### src/rtl/apb_master_bridge.sv
// Single-outstanding APB3 requester: a valid/ready command becomes one SETUP/ACCESS
// transfer, and its result returns on a valid/ready response port.
module apb_master_bridge #(
  parameter int ADDR_W  = 32,
  parameter int DATA_W  = 32,
  parameter int TIMEOUT = 16
) (
  input  logic              pclk,
  input  logic              presetn,
  // command port
  input  logic              cmd_valid,
  output logic              cmd_ready,
  input  logic              cmd_write,
  input  logic [ADDR_W-1:0] cmd_addr,
  input  logic [DATA_W-1:0] cmd_wdata,
  // response port
  output logic              rsp_valid,
  input  logic              rsp_ready,
  output logic [DATA_W-1:0] rsp_rdata,
  output logic              rsp_err,
  output logic              rsp_timeout,
  // APB requester
  output logic              psel,
  output logic              penable,
  output logic              pwrite,
  output logic [ADDR_W-1:0] paddr,
  output logic [DATA_W-1:0] pwdata,
  input  logic [DATA_W-1:0] prdata,
  input  logic              pready,
  input  logic              pslverr
);

  localparam int CNT_W = (TIMEOUT > 2) ? $clog2(TIMEOUT) : 1;
  localparam logic [CNT_W-1:0] CNT_LAST = CNT_W'(TIMEOUT - 1);

  localparam logic [2:0] ST_IDLE   = 3'd0;
  localparam logic [2:0] ST_SETUP  = 3'd1;
  localparam logic [2:0] ST_ACCESS = 3'd2;
  localparam logic [2:0] ST_RESP   = 3'd3;

  logic [2:0]        state_reg, state_next;
  logic [CNT_W-1:0]  cnt_reg, cnt_next;
  logic              psel_reg, psel_next;
  logic              penable_reg, penable_next;
  logic              pwrite_reg, pwrite_next;
  logic [ADDR_W-1:0] paddr_reg, paddr_next;
  logic [DATA_W-1:0] pwdata_reg, pwdata_next;
  logic              rsp_valid_reg, rsp_valid_next;
  logic [DATA_W-1:0] rsp_rdata_reg, rsp_rdata_next;
  logic              rsp_err_reg, rsp_err_next;
  logic              rsp_timeout_reg, rsp_timeout_next;

  logic              rd_keep;
  logic [DATA_W-1:0] rdata_masked;

  // Read data is only captured for a clean read completion; writes and errors return zero.
  assign rd_keep = pready & ~pwrite_reg & ~pslverr;

  genvar gi;
  generate
    for (gi = 0; gi < DATA_W; gi++) begin : g_rdata_mask
      assign rdata_masked[gi] = prdata[gi] & rd_keep;
    end
  endgenerate

  assign cmd_ready = (state_reg == ST_IDLE);

  always_comb begin
    state_next       = state_reg;
    cnt_next         = cnt_reg;
    psel_next        = psel_reg;
    penable_next     = penable_reg;
    pwrite_next      = pwrite_reg;
    paddr_next       = paddr_reg;
    pwdata_next      = pwdata_reg;
    rsp_valid_next   = rsp_valid_reg;
    rsp_rdata_next   = rsp_rdata_reg;
    rsp_err_next     = rsp_err_reg;
    rsp_timeout_next = rsp_timeout_reg;

    case (state_reg)
      ST_IDLE: begin
        if (cmd_valid && cmd_ready) begin
          pwrite_next  = cmd_write;
          paddr_next   = cmd_addr;
          pwdata_next  = cmd_wdata;
          psel_next    = 1'b1;
          penable_next = 1'b0;
          state_next   = ST_SETUP;
        end
      end

      ST_SETUP: begin
        penable_next = 1'b1;
        cnt_next     = '0;
        state_next   = ST_ACCESS;
      end

      ST_ACCESS: begin
        if (pready) begin
          psel_next        = 1'b0;
          penable_next     = 1'b0;
          rsp_err_next     = pslverr;
          rsp_timeout_next = 1'b0;
          rsp_rdata_next   = rdata_masked;
          rsp_valid_next   = 1'b1;
          state_next       = ST_RESP;
        end else if (cnt_reg == CNT_LAST) begin
          // Completer never answered: terminate so the bridge cannot hang.
          psel_next        = 1'b0;
          penable_next     = 1'b0;
          rsp_err_next     = 1'b1;
          rsp_timeout_next = 1'b1;
          rsp_rdata_next   = '0;
          rsp_valid_next   = 1'b1;
          state_next       = ST_RESP;
        end else begin
          cnt_next = cnt_reg + 1'b1;
        end
      end

      ST_RESP: begin
        if (rsp_ready) begin
          rsp_valid_next = 1'b0;
          state_next     = ST_IDLE;
        end
      end

      default: begin
        psel_next      = 1'b0;
        penable_next   = 1'b0;
        rsp_valid_next = 1'b0;
        state_next     = ST_IDLE;
      end
    endcase
  end

  always_ff @(posedge pclk or negedge presetn) begin
    if (!presetn) begin
      state_reg       <= ST_IDLE;
      cnt_reg         <= '0;
      psel_reg        <= 1'b0;
      penable_reg     <= 1'b0;
      pwrite_reg      <= 1'b0;
      paddr_reg       <= '0;
      pwdata_reg      <= '0;
      rsp_valid_reg   <= 1'b0;
      rsp_rdata_reg   <= '0;
      rsp_err_reg     <= 1'b0;
      rsp_timeout_reg <= 1'b0;
    end else begin
      state_reg       <= state_next;
      cnt_reg         <= cnt_next;
      psel_reg        <= psel_next;
      penable_reg     <= penable_next;
      pwrite_reg      <= pwrite_next;
      paddr_reg       <= paddr_next;
      pwdata_reg      <= pwdata_next;
      rsp_valid_reg   <= rsp_valid_next;
      rsp_rdata_reg   <= rsp_rdata_next;
      rsp_err_reg     <= rsp_err_next;
      rsp_timeout_reg <= rsp_timeout_next;
    end
  end

  assign psel        = psel_reg;
  assign penable     = penable_reg;
  assign pwrite      = pwrite_reg;
  assign paddr       = paddr_reg;
  assign pwdata      = pwdata_reg;
  assign rsp_valid   = rsp_valid_reg;
  assign rsp_rdata   = rsp_rdata_reg;
  assign rsp_err     = rsp_err_reg;
  assign rsp_timeout = rsp_timeout_reg;

endmodule
### config.mk
export PLATFORM = sky130hd
export DESIGN_NAME = apb_master_bridge
export DESIGN_NICKNAME = d
export VERILOG_FILES = /design/src/rtl/apb_master_bridge.sv
export SDC_FILE = /design/constraint.sdc
export NUM_CORES = 1
export LEC_CHECK = 0
export ABC_AREA = 0
export ABC_CLOCK_PERIOD_IN_PS = 1640
export CAP_MARGIN = 20
export CORE_MARGIN = 2
export CORE_UTILIZATION = 37
export DETAILED_ROUTE_END_ITERATION = 8
export GPL_TIMING_DRIVEN = 1
export HOLD_SLACK_MARGIN = 0.05
export PLACE_DENSITY = 0.73
export SYNTH_ARGS = -nofsm -noshare
export SYNTH_HDL_FRONTEND = slang
export SYNTH_SLANG_ARGS = --single-unit
### constraint.sdc
create_clock -name pclk -period 1.64 [get_ports pclk]
set_clock_uncertainty 0.1 [all_clocks]
set_input_delay 0.328 -clock pclk [delete_from_list [all_inputs] [get_ports pclk]]
set_output_delay 0.328 -clock pclk [all_outputs]
set_load 0.05 [all_outputs]
Yosys cells after proc, flatten, opt, wreduce, memory -nomap -nowiden. Index checks and enable logic that the tools add are counted.

Register bits: 109.

Add/sub/neg operators: 1. Eq/ne operators: 9. Multiplexer cells: 22. Bitwise gates (word level): 39. Reduce and logical (&&, ||, !) cells: 13.

Operator list (number): 2-to-1 mux 32 bit (2); AND 1 bit (34); AND reduction 3 bit (5); 2-to-1 mux 3 bit (4); case mux 3 bit (4 select lines) (1); 2-to-1 mux 1 bit (9); 2-to-1 mux 4 bit (2); case mux 4 bit (2 select lines) (1); == test 3 x 2 -> 1 bit (second input constant) (2); != test 2 bit (second input constant) (3); case mux 1 bit (3 select lines) (2); inverter 1 bit (5); adder 4 x 1 -> 4 bit (second input constant) (1); == test 4 bit (second input constant) (1); case mux 1 bit (4 select lines) (1); AND reduction 2 bit (2); nonzero test 2 bit (2); OR reduction 2 bit (2); == test 3 x 1 -> 1 bit (second input constant) (1); logical NOT 3 bit (1); != test 3 bit (second input constant) (1); != test 2 x 1 -> 1 bit (second input constant) (1); logical AND 1 bit (1).

Longest topological paths before layout.
Depth in word-level cells: 5. Gate-level depth with buffers: 6. Mapped depth without buffers: 5.

Worst setup path before layout. No wires, ideal clock.

Path type: reg2reg. From: register state_reg[0]. To: register paddr_reg[0] (netlist: paddr[0]). Setup time: 0.125 ns. Data arrival time: 1.820 ns. Required time: 1.415 ns. Slack: -0.405 ns. Stages on the path, launching flop included: 7. Path buffers: 2. Period minus slack after synthesis: 2.045 ns. Cells stage by stage: dfrtp_1 inv_1 ha_1 nand2_1 buf_2 buf_2 mux2_2.

Word-level cells in the longest chain between the ends: 3.

RTL lines: start: declaration (line 41) `logic [2:0] state_reg, state_next;`; start signal: assignment (line 152) `state_reg <= state_next;`; logical NOT 3 bit * (line 66) `assign cmd_ready = (state_reg == ST_IDLE);`; named net cmd_ready (line 12) `output logic cmd_ready,`; logical AND 1 bit (line 83) `if (cmd_valid && cmd_ready) begin`; AND reduction 2 bit (no line) *; end signal: assignment (line 157) `paddr_reg <= paddr_next;`; end: declaration (line 46) `logic [ADDR_W-1:0] paddr_reg, paddr_next;`.

Mark *: on every way through the listed nets, which the timed path passes. The rest lies on a longest branch. A chain may end at the register's enable or synchronous reset.

Worst setup path after layout.
From: register state_reg[1]. To: output port cmd_ready.

Word-level cells in the longest chain between the ends: 1.

RTL lines (line): logical NOT 3 bit (66); end: declaration (12).

Every way passes these cells.

==> impl_table.tex <==
\begin{tabular}{lr}
\hline
Metric & Value \\
\hline
\multicolumn{2}{l}{\textbf{Outcome}} \\
Run status & finished, violations left \\
Failing checks & design-rule violations, negative setup slack \\
\multicolumn{2}{l}{\textbf{Final layout}} \\
Fraction of final layout cells sized beyond drive strength 1 & 0.434 \\
Area growth syn-to-layout & 92.6\% \\
Total of fill cells in the finished design & 733 \\
Top library cells by usage in the layout, fill and taps aside & buf\_12, dfrtp\_1, clkdlybuf4s50\_1 \\
Number of antenna cells inserted & 0 \\
Storage element area & 2700 um\^{}2 \\
Leading cell type in the layout, fill and taps excluded & buf\_12 \\
Total non-filler cell area in the finished layout & 8470 um\^{}2 \\
Total area of multi-input combinational cells & 1690 um\^{}2 \\
Post-layout net count & 684 \\
\multicolumn{2}{l}{\textbf{Setup path}} \\
Required @ worst endpoint & 1.21 ns \\
Arrival time of data at the critical path endpoint & 1.27 ns \\
Startpoint class of the critical path & flop \\
Start-to-end type of the worst setup path & reg2out \\
Maximum fanout encountered on the critical timing path & 4 \\
Critical Path End Type & primary output \\
\multicolumn{2}{l}{\textbf{GRT}} \\
First-pass GRT wire length & 20.2 mm \\
Antenna violations before repair & 0 \\
Maximum number of pins on one net before global-route repair & 49 \\
Overall overflow remaining after global route & 0 \\
Number of global-route vias before repair & 3905 \\
GRT Total Usage & 0.203 \\
\multicolumn{2}{l}{\textbf{Detailed routing}} \\
Avg Vias per Cell & 4.98 \\
Wire per inst & 18.4 um \\
Drt first pass iters & 7 \\
WL final & 13.3 mm \\
Via count of the routed design & 3597 \\
Number of routed nets with antenna violations & 0 \\
Remaining routing DRC violations & 17 \\
1st-iter DRT viols & 153 \\
\multicolumn{2}{l}{\textbf{Power}} \\
Sw frac & 0.421 \\
Net Switching & 8.53 mW \\
Peak supply drop & 0.00135 V \\
Int Pwr & 11.7 mW \\
Combinational share of power & 0.633 \\
Sequential Power Share & 0.253 \\
Fraction of power consumed by the clock network & 0.114 \\
Total leakage power & 3.65 nW \\
Total power per unit cell area & 2390 nW/um\^{}2 \\
\multicolumn{2}{l}{\textbf{Placed design}} \\
Detailed Place HPWL & 9.34 mm \\
Setup WS pre-CTS & -0.286 ns \\
Placement Cell Area & 7910 um\^{}2 \\
Number of port buffers & 205 \\
Final weighted congestion in routability-driven placement & 0.809 \\
\multicolumn{2}{l}{\textbf{Yosys}} \\
Cells taking the most area after synthesis & dfrtp\_1, mux2\_2, o21ai\_0, o21ai\_1, nand2\_1 \\
Top cell type's share of synthesized area & 0.614 \\
Adder-cell share of the synthesized area & 0.0171 \\
Post-synthesis sequential area ratio & 0.614 \\
Register bit total from synthesis & 108 \\
Simple-Gate Fraction of Synth Area & 0.0492 \\
Parity-gate share of the synthesized area counting xor and xnor cells & 0 \\
Number of warnings issued by yosys & 0 \\
Number of library cell types mapped by synthesis & 34 \\
Compound-cell area share of the yosys netlist & 0.113 \\
Mux cell area share after synthesis & 0.179 \\
Syn Std Cell Area & 4400 um\^{}2 \\
Synth Instances & 338 \\
Cell taking the most area after synthesis & dfrtp\_1 \\
Syn avg cell area & 13.0 um\^{}2 \\
Largest family of logic cells by synthesized area & multiplexers \\
Synthesized Nets & 447 \\
\multicolumn{2}{l}{\textbf{Timing}} \\
Worst hold-check slack & 0.252 ns \\
Worst Tran Pin Value & 0.296 ns \\
Clock period minus final worst setup slack & 1.69 ns \\
Worst path setup slack after routing & -0.0531 ns \\
Timing-limited maximum frequency & 0.591 GHz \\
Pins Over Slew Limit & 0 \\
Max-Slew Margin vs Limit & 0.800 \\
Number of setup violations in the final report & 44 \\
Final hold vios & 0 \\
RSZ-0062 raised after global routing & yes \\
Fin crit share & 1.03 \\
\multicolumn{2}{l}{\textbf{Floorplan}} \\
Initial Util & 0.382 \\
Horiz. Die Dim & 113 um \\
Floorplan die area & 12800 um\^{}2 \\
Height of the chip & 113 um \\
Count of boundary I/O pins & 206 \\
Num rows & 39 \\
Core ar. & 11500 um\^{}2 \\
\multicolumn{2}{l}{\textbf{Min path}} \\
Path type of the worst min-delay path & in2async \\
\multicolumn{2}{l}{\textbf{Clock tree}} \\
Root Buffer Master & clkbuf\_16 \\
Clock-pin slew on the worst setup and hold paths & 0.07 ns \\
Buffers from clock root to sink, at most & 2 \\
Clock sinks & 108 \\
TritonCTS clock tree & done \\
Total clock buffers created by CTS & 9 \\
H-tree depth reported by CTS & 3 \\
Clock latency reported for the late side of the worst-skew pair & 0.34 ns \\
\multicolumn{2}{l}{\textbf{Flow run}} \\
Number of violations of the max-capacitance limit & 0 \\
\hline
\end{tabular}
==> synth_stat cells <==
cell and n:
nor2_1 1, a211oi_2 2, o21bai_1 1, dfrtp_1 108, a31oi_1 1, buf_2 11, a21oi_1 1, or4_1 1
clkbuf_2 2, ha_1 6, a2111oi_4 2, o21ai_1 30, nor4b_1 1, inv_2 1, mux2_2 66, clkbuf_1 7
nand2b_1 1, a21boi_1 1, buf_6 1, o211ai_1 1, nand3_1 3, nand2_1 35, or3_1 1, a31o_2 1
nand4_1 1, o21ai_0 37, mux2i_1 1, a31oi_4 1, a221o_1 1, mux2_1 3, inv_1 4, o22a_1 1
nor2b_1 3, nor3b_2 1
==> worst max-delay path: stages (launching register included) <==
cell	delay (ns)
dfrtp_1	0.42
inv_2	0.08
ha_4	0.17
buf_6	0.12
buf_12	0.14
==> power groups by stage <==
stage / Combinational [mW] / Clock (mW) / Sequential (mW)
floorplan: 2.32 / 0 / 8.52
global placement: 12.1 / 0 / 5.10
detailed placement: 12.3 / 0 / 5.18
CTS: 12.6 / 2.37 / 5.14
global route: 13.3 / 2.47 / 5.30
finish: 12.8 / 2.31 / 5.13
==> repair_timing <==
item,CTS,global route
cloned,0,4
endpoints found under the hold margin,108,0
resized for setup,11,40
hold buffers,1,0
setup endpoints to repair,48,107
pin swaps,5,1
setup buffers,7,1
==> layer usage <==
layer / wire length (um) / track usage
met4: 311 / 0.0837
met1: 5100 / 0.237
met5: 0 / 0
met3: 890 / 0.0450
met2: 6980 / 0.360
==> area by class of cell <==
type                            instances  area share
Clock buffer                           10      0.0270
Clock inverter                          6      0.0102
Inverter                                5     0.00251
Multi-Input combinational cell        204       0.199
Sequential cell                       108       0.319
Tap cell                              143      0.0211
Timing Repair Buffer                  247       0.421
==> kinds of logic (layout without fill, tap and decap cells) <==
kind of cell               count (synthesis)  in the layout
AOI/OAI and AO/OA                         80             80
adders and majority gates                  6              6
buffers and inverters                     26            268
DFF                                      108            108
muxes                                     70             70
and+or+nand+nor                           48             48
==> through the flow <==
step | instances | setup TNS [ns] | util | power [mW]
global placement | 694 | -14.64 | 0.687 | 17.2
finish | 723 | -0.470 | 0.736 | 20.3
global route | 723 | -4.30 | 0.736 | 21.0
CTS | 718 | -0.167 | 0.723 | 20.1
floorplan | 338 | -0.903 | - | 10.8
detailed placement | 694 | -17.05 | 0.687 | 17.5
==> final timing paths <==
kind                       cells past startpoint          start  slack [ns]            end
min in group pclk                              3     prdata[25]        0.41  rsp_rdata[25]
hold reg to reg                                2  rsp_rdata[18]        0.47  rsp_rdata[18]
hold / removal                                 2        presetn        0.25     pwdata[26]
setup reg to reg                               6   state_reg[0]       -0.04        penable
max in group asynchronous                      3        presetn        0.67  rsp_rdata[17]
setup / recovery                               4   state_reg[1]       -0.05      cmd_ready
Note: power is estimated with default switching activity, not from simulation.
